[src/rtl/interp_fetch_pkg.sv]
// Shared geometry and fixed-point parameters for the rectification pipeline,
// plus the neighbour-fetch FSM state encoding.
package interp_fetch_pkg;

  localparam int D_width = 6;
  localparam int IMG_W   = 640;
  localparam int IMG_H   = 480;
  localparam int XW      = 10;
  localparam int YW      = 9;
  localparam int AW      = 19;

  typedef enum logic [2:0] {
    IDLE,
    RD0,
    RD1,
    RD2,
    RD3,
    CAP,
    OUT
  } fetch_state_e;

endpackage

[src/rtl/interp_fetch_addr.sv]
// Clamps an integer coordinate to the frame, picks the x0/x1 column and the
// y0/y1 row, and forms the linear frame-memory address row*IMG_W+col.
module interp_fetch_addr
  import interp_fetch_pkg::*;
(
  input  logic [XW-1:0] i_xi,
  input  logic [YW-1:0] i_yi,
  input  logic          i_sel_x1,
  input  logic          i_sel_y1,
  output logic [AW-1:0] o_addr
);

  localparam logic [XW-1:0] X_MAX = XW'(IMG_W - 1);
  localparam logic [YW-1:0] Y_MAX = YW'(IMG_H - 1);

  logic [XW-1:0] w_x0;
  logic [XW-1:0] w_x1;
  logic [YW-1:0] w_y0;
  logic [YW-1:0] w_y1;
  logic [XW-1:0] w_col;
  logic [YW-1:0] w_row;

  assign w_x0 = (i_xi > X_MAX) ? X_MAX : i_xi;
  assign w_y0 = (i_yi > Y_MAX) ? Y_MAX : i_yi;

  // The right/bottom neighbour folds back onto the edge pixel.
  assign w_x1 = (w_x0 == X_MAX) ? X_MAX : w_x0 + XW'(1);
  assign w_y1 = (w_y0 == Y_MAX) ? Y_MAX : w_y0 + YW'(1);

  assign w_col  = i_sel_x1 ? w_x1 : w_x0;
  assign w_row  = i_sel_y1 ? w_y1 : w_y0;
  assign o_addr = AW'(w_row) * AW'(IMG_W) + AW'(w_col);

endmodule

[src/rtl/interp_fetch.sv]
// Neighbour-fetch front end: reads the 2x2 pixel neighbourhood of each source
// coordinate from a synchronous-read frame memory and hands it to the interpolator.
module interp_fetch
  import interp_fetch_pkg::*;
(
  input  logic                  clk,
  input  logic                  rst_n,
  input  logic                  coord_valid,
  output logic                  coord_ready,
  input  logic                  coord_last,
  input  logic [XW+D_width-1:0] coord_x,
  input  logic [YW+D_width-1:0] coord_y,
  output logic [AW-1:0]         mem_addr,
  output logic                  mem_rd,
  input  logic [7:0]            mem_data,
  input  logic                  out_en,
  output logic                  dout_valid,
  output logic                  dout_last,
  output logic [D_width-1:0]    dx,
  output logic [D_width-1:0]    dy,
  output logic [7:0]            lu,
  output logic [7:0]            ru,
  output logic [7:0]            ld,
  output logic [7:0]            rd
);

  fetch_state_e       r_state;
  fetch_state_e       w_next;
  logic               r_run;
  logic [XW-1:0]      r_xi;
  logic [YW-1:0]      r_yi;
  logic [AW-1:0]      r_mem_addr;
  logic               r_dout_valid;
  logic               r_dout_last;
  logic [D_width-1:0] r_dx;
  logic [D_width-1:0] r_dy;
  logic [7:0]         r_lu;
  logic [7:0]         r_ru;
  logic [7:0]         r_ld;
  logic [7:0]         r_rd;

  logic               w_accept;
  logic               w_sel_x1;
  logic               w_sel_y1;
  logic               w_load_addr;
  logic [XW-1:0]      w_xi;
  logic [YW-1:0]      w_yi;
  logic [AW-1:0]      w_addr;

  // r_run keeps coord_ready low until the first clock after reset release.
  assign coord_ready = r_run && (r_state == IDLE);
  assign mem_rd      = (r_state inside {RD0, RD1, RD2, RD3});
  assign w_accept    = coord_ready && coord_valid;

  // The address register is loaded one cycle ahead of each read, so the
  // accept cycle addresses straight from the incoming coordinate.
  assign w_xi = (r_state == IDLE) ? coord_x[XW+D_width-1 -: XW] : r_xi;
  assign w_yi = (r_state == IDLE) ? coord_y[YW+D_width-1 -: YW] : r_yi;

  interp_fetch_addr u_addr (
    .i_xi     (w_xi),
    .i_yi     (w_yi),
    .i_sel_x1 (w_sel_x1),
    .i_sel_y1 (w_sel_y1),
    .o_addr   (w_addr)
  );

  // NOTE: sequential state uses non-blocking assignments so every register
  // samples the pre-edge values of the others.
  always_ff @(posedge clk or negedge rst_n) begin
    if (!rst_n) begin
      r_state <= IDLE;
      r_run   <= 1'b0;
    end else begin
      r_state <= w_next;
      r_run   <= 1'b1;
    end
  end

  // NOTE: every output of this block gets a default first, so no path can
  // leave a signal unassigned and infer a latch.
  always_comb begin
    w_next   = r_state;
    w_sel_x1 = 1'b0;
    w_sel_y1 = 1'b0;
    case (r_state)
      IDLE: if (w_accept) w_next = RD0;
      RD0: begin
        w_next   = RD1;
        w_sel_x1 = 1'b1;
      end
      RD1: begin
        w_next   = RD2;
        w_sel_y1 = 1'b1;
      end
      RD2: begin
        w_next   = RD3;
        w_sel_x1 = 1'b1;
        w_sel_y1 = 1'b1;
      end
      RD3:     w_next = CAP;
      CAP:     w_next = OUT;
      OUT:     if (out_en) w_next = IDLE;
      default: w_next = IDLE;
    endcase
  end

  assign w_load_addr = (w_next inside {RD0, RD1, RD2, RD3});

  // NOTE: the datapath is plain registers, not a memory array, so all of it is
  // reset; every output must read 0 during reset and after an aborted fetch.
  always_ff @(posedge clk or negedge rst_n) begin
    if (!rst_n) begin
      r_xi         <= '0;
      r_yi         <= '0;
      r_mem_addr   <= '0;
      r_dout_valid <= 1'b0;
      r_dout_last  <= 1'b0;
      r_dx         <= '0;
      r_dy         <= '0;
      r_lu         <= '0;
      r_ru         <= '0;
      r_ld         <= '0;
      r_rd         <= '0;
    end else begin
      r_dout_valid <= (w_next == OUT);
      if (w_load_addr) r_mem_addr <= w_addr;
      if (w_accept) begin
        r_xi        <= coord_x[XW+D_width-1 -: XW];
        r_yi        <= coord_y[YW+D_width-1 -: YW];
        r_dx        <= coord_x[D_width-1:0];
        r_dy        <= coord_y[D_width-1:0];
        r_dout_last <= coord_last;
      end
      // Read data trails its strobe by one cycle.
      case (r_state)
        RD1:     r_lu <= mem_data;
        RD2:     r_ru <= mem_data;
        RD3:     r_ld <= mem_data;
        CAP:     r_rd <= mem_data;
        default: ;
      endcase
    end
  end

  assign mem_addr   = r_mem_addr;
  assign dout_valid = r_dout_valid;
  assign dout_last  = r_dout_last;
  assign dx         = r_dx;
  assign dy         = r_dy;
  assign lu         = r_lu;
  assign ru         = r_ru;
  assign ld         = r_ld;
  assign rd         = r_rd;

endmodule

[config.mk]
export PLATFORM = sky130hd
export DESIGN_NAME = interp_fetch
export DESIGN_NICKNAME = d
export VERILOG_FILES = /design/src/rtl/interp_fetch_pkg.sv /design/src/rtl/interp_fetch_addr.sv /design/src/rtl/interp_fetch.sv
export SDC_FILE = /design/constraint.sdc
export NUM_CORES = 1
export LEC_CHECK = 0
export ABC_AREA = 0
export CORE_ASPECT_RATIO = 1.25
export CORE_UTILIZATION = 51
export CTS_CLUSTER_DIAMETER = 40
export DETAILED_ROUTE_END_ITERATION = 8
export PLACE_DENSITY_LB_ADDON = 0.15
export SLEW_MARGIN = 10
export SYNTH_ARGS = -nofsm -noshare
export SYNTH_HDL_FRONTEND = slang
export SYNTH_SLANG_ARGS = --single-unit
[constraint.sdc]
create_clock -name clk -period 5.8 [get_ports clk]
set_clock_uncertainty 0.1 [all_clocks]
set_input_delay 1.45 -clock clk [delete_from_list [all_inputs] [get_ports clk]]
set_output_delay 1.45 -clock clk [all_outputs]
set_load 0.01 [all_outputs]
# --- After elaboration in Yosys (flattened, before gate mapping) ---
# Index checks and enable logic that the tools add are counted.
word_totals:
  regBits: 88
  latch_bits: 0
  mem_bits_rw: 0
  rom_bits: 0
  inputBits: 44
  out_inout_bits: 67
  word_cells: 52
  mem_count: 0
classes:
  add_sub_neg: 3
  mul: 1
  div_mod_pow: 0
  order_cmp: 2
  n_eq_ne: 13
  n_shift: 0
  muxes: 13
  bitwise_logic: 0
  reduce_logical: 7
ops:
  columns: ["op", "n"]
  rows:
  - ["$mux 10", 4]
  - ["$mux 9", 4]
  - ["$pmux 3 s7", 1]
  - ["$add 19x10->19", 1]
  - ["$eq 3x3->1 const B", 5]
  - ["$eq 3x2->1 const B", 4]
  - ["$mul 9x3->12 const B", 1]
  - ["$add 10x1->10 const B", 1]
  - ["$eq 10x10->1 const B", 1]
  - ["$gt 10x10->1 const B", 1]
  - ["$add 9x1->9 const B", 1]
  - ["$eq 9x9->1 const B", 1]
  - ["$gt 9x9->1 const B", 1]
  - ["$reduce_bool 4->1", 2]
  - ["$eq 3x1->1 const B", 2]
  - ["$mux 3", 2]
  - ["$reduce_or 2->1", 2]
  - ["$logic_not 3->1", 1]
  - ["$logic_and 1x1->1", 2]
  - ["$mux 1", 2]

# --- Depth between registers and ports, before layout ---
logic_depth:
  word_depth: 9
  depth_mapped: 20

# --- Cells and area by module ---
# Synthesis repeated with hierarchy kept, for this count alone.
hier_totals:
  cells_unflattened: 394
  area_unflattened_um2: 4873.4
modules_own_cells:
  columns: ["mod", "instances", "cells_per_inst", "area_each_um2"]
  rows:
  - ["interp_fetch", 1, 224, 3691.0]
  - ["interp_fetch_addr", 1, 170, 1182.4]

# --- Least setup slack after synthesis ---
# Ideal clock, no wire load.
synth_path:
  kind: "input port to flip-flop"
  startpoint: "input coord_y[14]"
  endpoint: "register r_mem_addr[18] (netlist: mem_addr[18])"
  setup_time_ns: 0.066
  arrival_time_ns: 5.040
  required_time_ns: 5.634
  path_slack_ns: 0.593
  cell_stages: 14
  path_buffers: 0
  path_cell_list: "and3_1 -> a32oi_4 -> nand3_1 -> ha_1 -> mux2_4 -> or2_1 -> ha_1 -> ha_1 -> fa_1 -> a211oi_1 -> o21ai_0 -> a221o_1 -> nor4_1 -> o32a_1"
synth_via:
  elab_chain_len: 8
  elab_cells_between_ends: 9
  classes_between: "add/sub (2); mul (1); order compare (1); eq/ne (1); mux (4)"
synth_lines:
  columns: ["item", "line_no", "rtl"]
  rows:
  - ["from (decl)", "interp_fetch.sv:12", "input logic [YW+D_width-1:0] coord_y,"]
  - ["$mux 9 (*)", "interp_fetch.sv:58", "assign w_yi = (r_state == IDLE) ? coord_y[YW+D_width-1 -: YW] : r_yi;"]
  - ["$gt 9x9->1", "interp_fetch_addr.sv:24", "assign w_y0 = (i_yi > Y_MAX) ? Y_MAX : i_yi;"]
  - ["$mux 9 (*)", "interp_fetch_addr.sv:24", null]
  - ["$add 9x1->9 or $eq 9x9->1 (tied branches)", "interp_fetch_addr.sv:28", "assign w_y1 = (w_y0 == Y_MAX) ? Y_MAX : w_y0 + YW'(1);"]
  - ["$mux 9", "interp_fetch_addr.sv:28", null]
  - ["$mux 9 (*)", "interp_fetch_addr.sv:31", "assign w_row = i_sel_y1 ? w_y1 : w_y0;"]
  - ["$mul 9x3->12 (*)", "interp_fetch_addr.sv:32", "assign o_addr = AW'(w_row) * AW'(IMG_W) + AW'(w_col);"]
  - ["$add 19x10->19 (*)", "interp_fetch_addr.sv:32", null]
  - ["to (signal assigned)", "interp_fetch.sv:127", "if (w_load_addr) r_mem_addr <= w_addr;"]
  - ["to (decl)", "interp_fetch.sv:32", "logic [AW-1:0] r_mem_addr;"]
# Mark *: on every way between the ends. The rest lies on a longest branch, timed or not.
# A chain may end at the register's enable or synchronous reset.

# --- Final worst setup path ---
layout_path:
  startpoint: "input coord_y[12]"
  endpoint: "register r_mem_addr[18] (netlist: mem_addr[18])"
# The elaborated chain is that of the path after synthesis.

==> out/results.tsv <==
metric	value	unit
post-synthesis sequential area ratio	0.447	
Hold WS	375	ps
max_slew headroom	0.278	
Area after DPL	6140	um^2
first-pass GRT wire length	19100	um
Num CTS Buffers	9	
post-synth top area share	0.447	
# diodes	0	
Layout Nets	625	
Sink Count	88	
Hold/Removal Path Class	flip-flop to flip-flop	
Tightest Pin Transition	1080	ps
Final Hold Fails	0	
Post-Synth XOR/XNOR Area	0.0373	
post-CTS setup buffer count	0	
initial core utilization	0.531	
peak supply drop	349	uV
arrival time worst endpoint	5690	ps
Iter 0 DRT Violations	202	
core area	9270	um^2
Crit. End Element	flip-flop	
Peak Freq	181	MHz
initial antenna violation count	0	
count of hold-fix buffers inserted at cts	0	
post-cts resize count	0	
setup TNS	0	ps
hpwl dp	8050	um
Tcrit/Tclk final	0.952	
Final setup viols	0	
Final WS setup	277	ps
maxcap violations	0	
Post-Synthesis Cell Area	4930	um^2
asr flop ratio synth	1.00	
ys flop type	dfrtp_1	
LEAKAGE	2.75	nW
TritonCTS clock tree	built	
Post-Synth Adder-Cell Area	0.0564	
Post-synth EDFFs	0	
vias in the first global route	4058	
# IOs	111	
share of layout cells above drive strength 1	0.188	
Site Rows	39	
most frequent cells in the layout	clkdlybuf4s50_1 (109), dfrtp_1 (88), mux2_2 (66)	
mux contribution to synthesized area	0.186	
die span in y	112	um
GRT Overall Usage	0.234	
root buf cell	clkbuf_16	
synth warn	0	
routed vias	3831	
total grt overflow	0	
fin crit period	5520	ps
count of pins over their slew limit	0	
cell area after layout	6450	um^2
main combinational cell family by area after synthesis	multiplexers	
synth top area cells	dfrtp_1 (45%), mux2_2 (15%), ha_1 (4.8%), nand2_1 (4.2%), mux2i_1 (2.6%)	
Initial DRT Pass Iterations	4	
Simple-Gate Fraction of Synth Area	0.146	
Worst EP required	5970	ps
Worst-path clk slew	60	ps
RD Place Congestion	0.859	
synth unique cells	60	
CTS max path bufs	2	
Synthesized Nets	514	
Synth Area in Compound Gates	0.105	
Pwr Density	763	nW/um^2
P&R area growth vs syn	30.9	%
commonest non-fill, non-tap cell in the layout	clkdlybuf4s50_1	
post-route ant nets	0	
DRC Markers	0	
post-synthesis register bit count	88	
Setup crit start kind	input pin	
status	completed	
Post-Route WL	11000	um
synthesized area per cell	11.0	um^2
routed vias/inst	5.57	
total die area	10100	um^2
crit path max fanout	4	
mean routed wirelength per cell	16.0	um
number of I/O port buffers	110	
Die W	89.9	um
DP Worst Slack	-112	ps
clk_lat worst skew	330	ps
H-Tree Level Count	3	
largest net degree at the start of global routing	47	
leading area contributor after synthesis	dfrtp_1	
Setup CP Type	input pin to flip-flop	
Mapped Cells	449	
## routing by layer
metal,track usage,wire (um),up-vias
li1,-,-,1861
met1,0.268,4510,1854
met2,0.423,5630,99
met3,0.0553,636,17
met4,0.0892,202,0
met5,0,0,-
## where the power goes
group          switching [W]  internal [W]
Clock               0.000250      0.000340
Combinational        0.00155       0.00161
Sequential          0.000230      0.000938
Total                0.00203       0.00289
## worst paths after layout
check | slack [ps] | startpoint | cells past startpoint | to
max | 280 | coord_y[12] | 15 | mem_addr[18]
min in group asynchronous | 990 | rst_n | 1 | mem_addr[18]
max reg2reg | 990 | r_state[2] | 15 | mem_addr[18]
max in group asynchronous | 3640 | rst_n | 2 | dout_valid
min reg2reg | 370 | mem_addr[7] | 2 | mem_addr[7]
min | 370 | mem_addr[7] | 2 | mem_addr[7]
## cell usage after synthesis, types with 3 or more instances
cell      count
dfrtp_1      88
mux2_2       66
nand2_1      55
nand3_1      24
o21ai_0      20
ha_1         19
a21oi_1      14
mux2i_1      13
xnor2_1      13
nor2_1       12
buf_2         9
nand4_1       8
xor2_1        8
nor3_1        7
a21o_1        6
nor2b_1       6
and3_1        5
o22a_1        5
clkbuf_1      4
nand2b_1      4
o21a_1        4
a31oi_1       3
and2_1        3
buf_6         3
inv_1         3
## stage by stage
step,cells,power (W),util
after detailed placement,672,0.00430,0.662
after global routing,688,0.00537,0.696
after global placement,672,0.00421,0.662
after floorplan,449,0.00333,-
after CTS,688,0.00493,0.695
final,688,0.00492,0.696
## area by class of cell
| cell class | count | area (um^2) |
|---|---|---|
| multi-input combinational | 341 | 2630 |
| clock buffer | 10 | 229 |
| clock inverter | 6 | 73.8 |
| tap | 123 | 154 |
| fill | 741 | 2820 |
| timing repair buffer | 117 | 1150 |
| inverter | 3 | 11.3 |
| sequential | 88 | 2200 |
## critical path: stages
cell and delay (ps):
clkdlybuf4s50_1 460, and3_1 230, a32oi_4 280, nand3_1 150, ha_1 300, mux2_4 270
or2_1 240, ha_1 300, ha_1 230, fa_1 450, a211oi_2 240, o21ai_0 180
a221o_1 430, nor4_1 290, o32a_1 200
## kinds of logic after synthesis
family | after synthesis
buf+inv | 20
mux | 82
xor+xnor | 21
fa+ha+maj | 21
other cells | 1
flops | 88
simple gates | 143
compound gates | 73
## state kept, by name, summed over array words and instances, names as in the netlist
name / count
ld: 8
r_state: 3
ru: 8
dx: 6
rd: 8
dy: 6
lu: 8
dout_valid: 1
r_xi: 10
r_run: 1
dout_last: 1
mem_addr: 19
r_yi: 9
No activity file was read; power rests on OpenSTA's default activity.
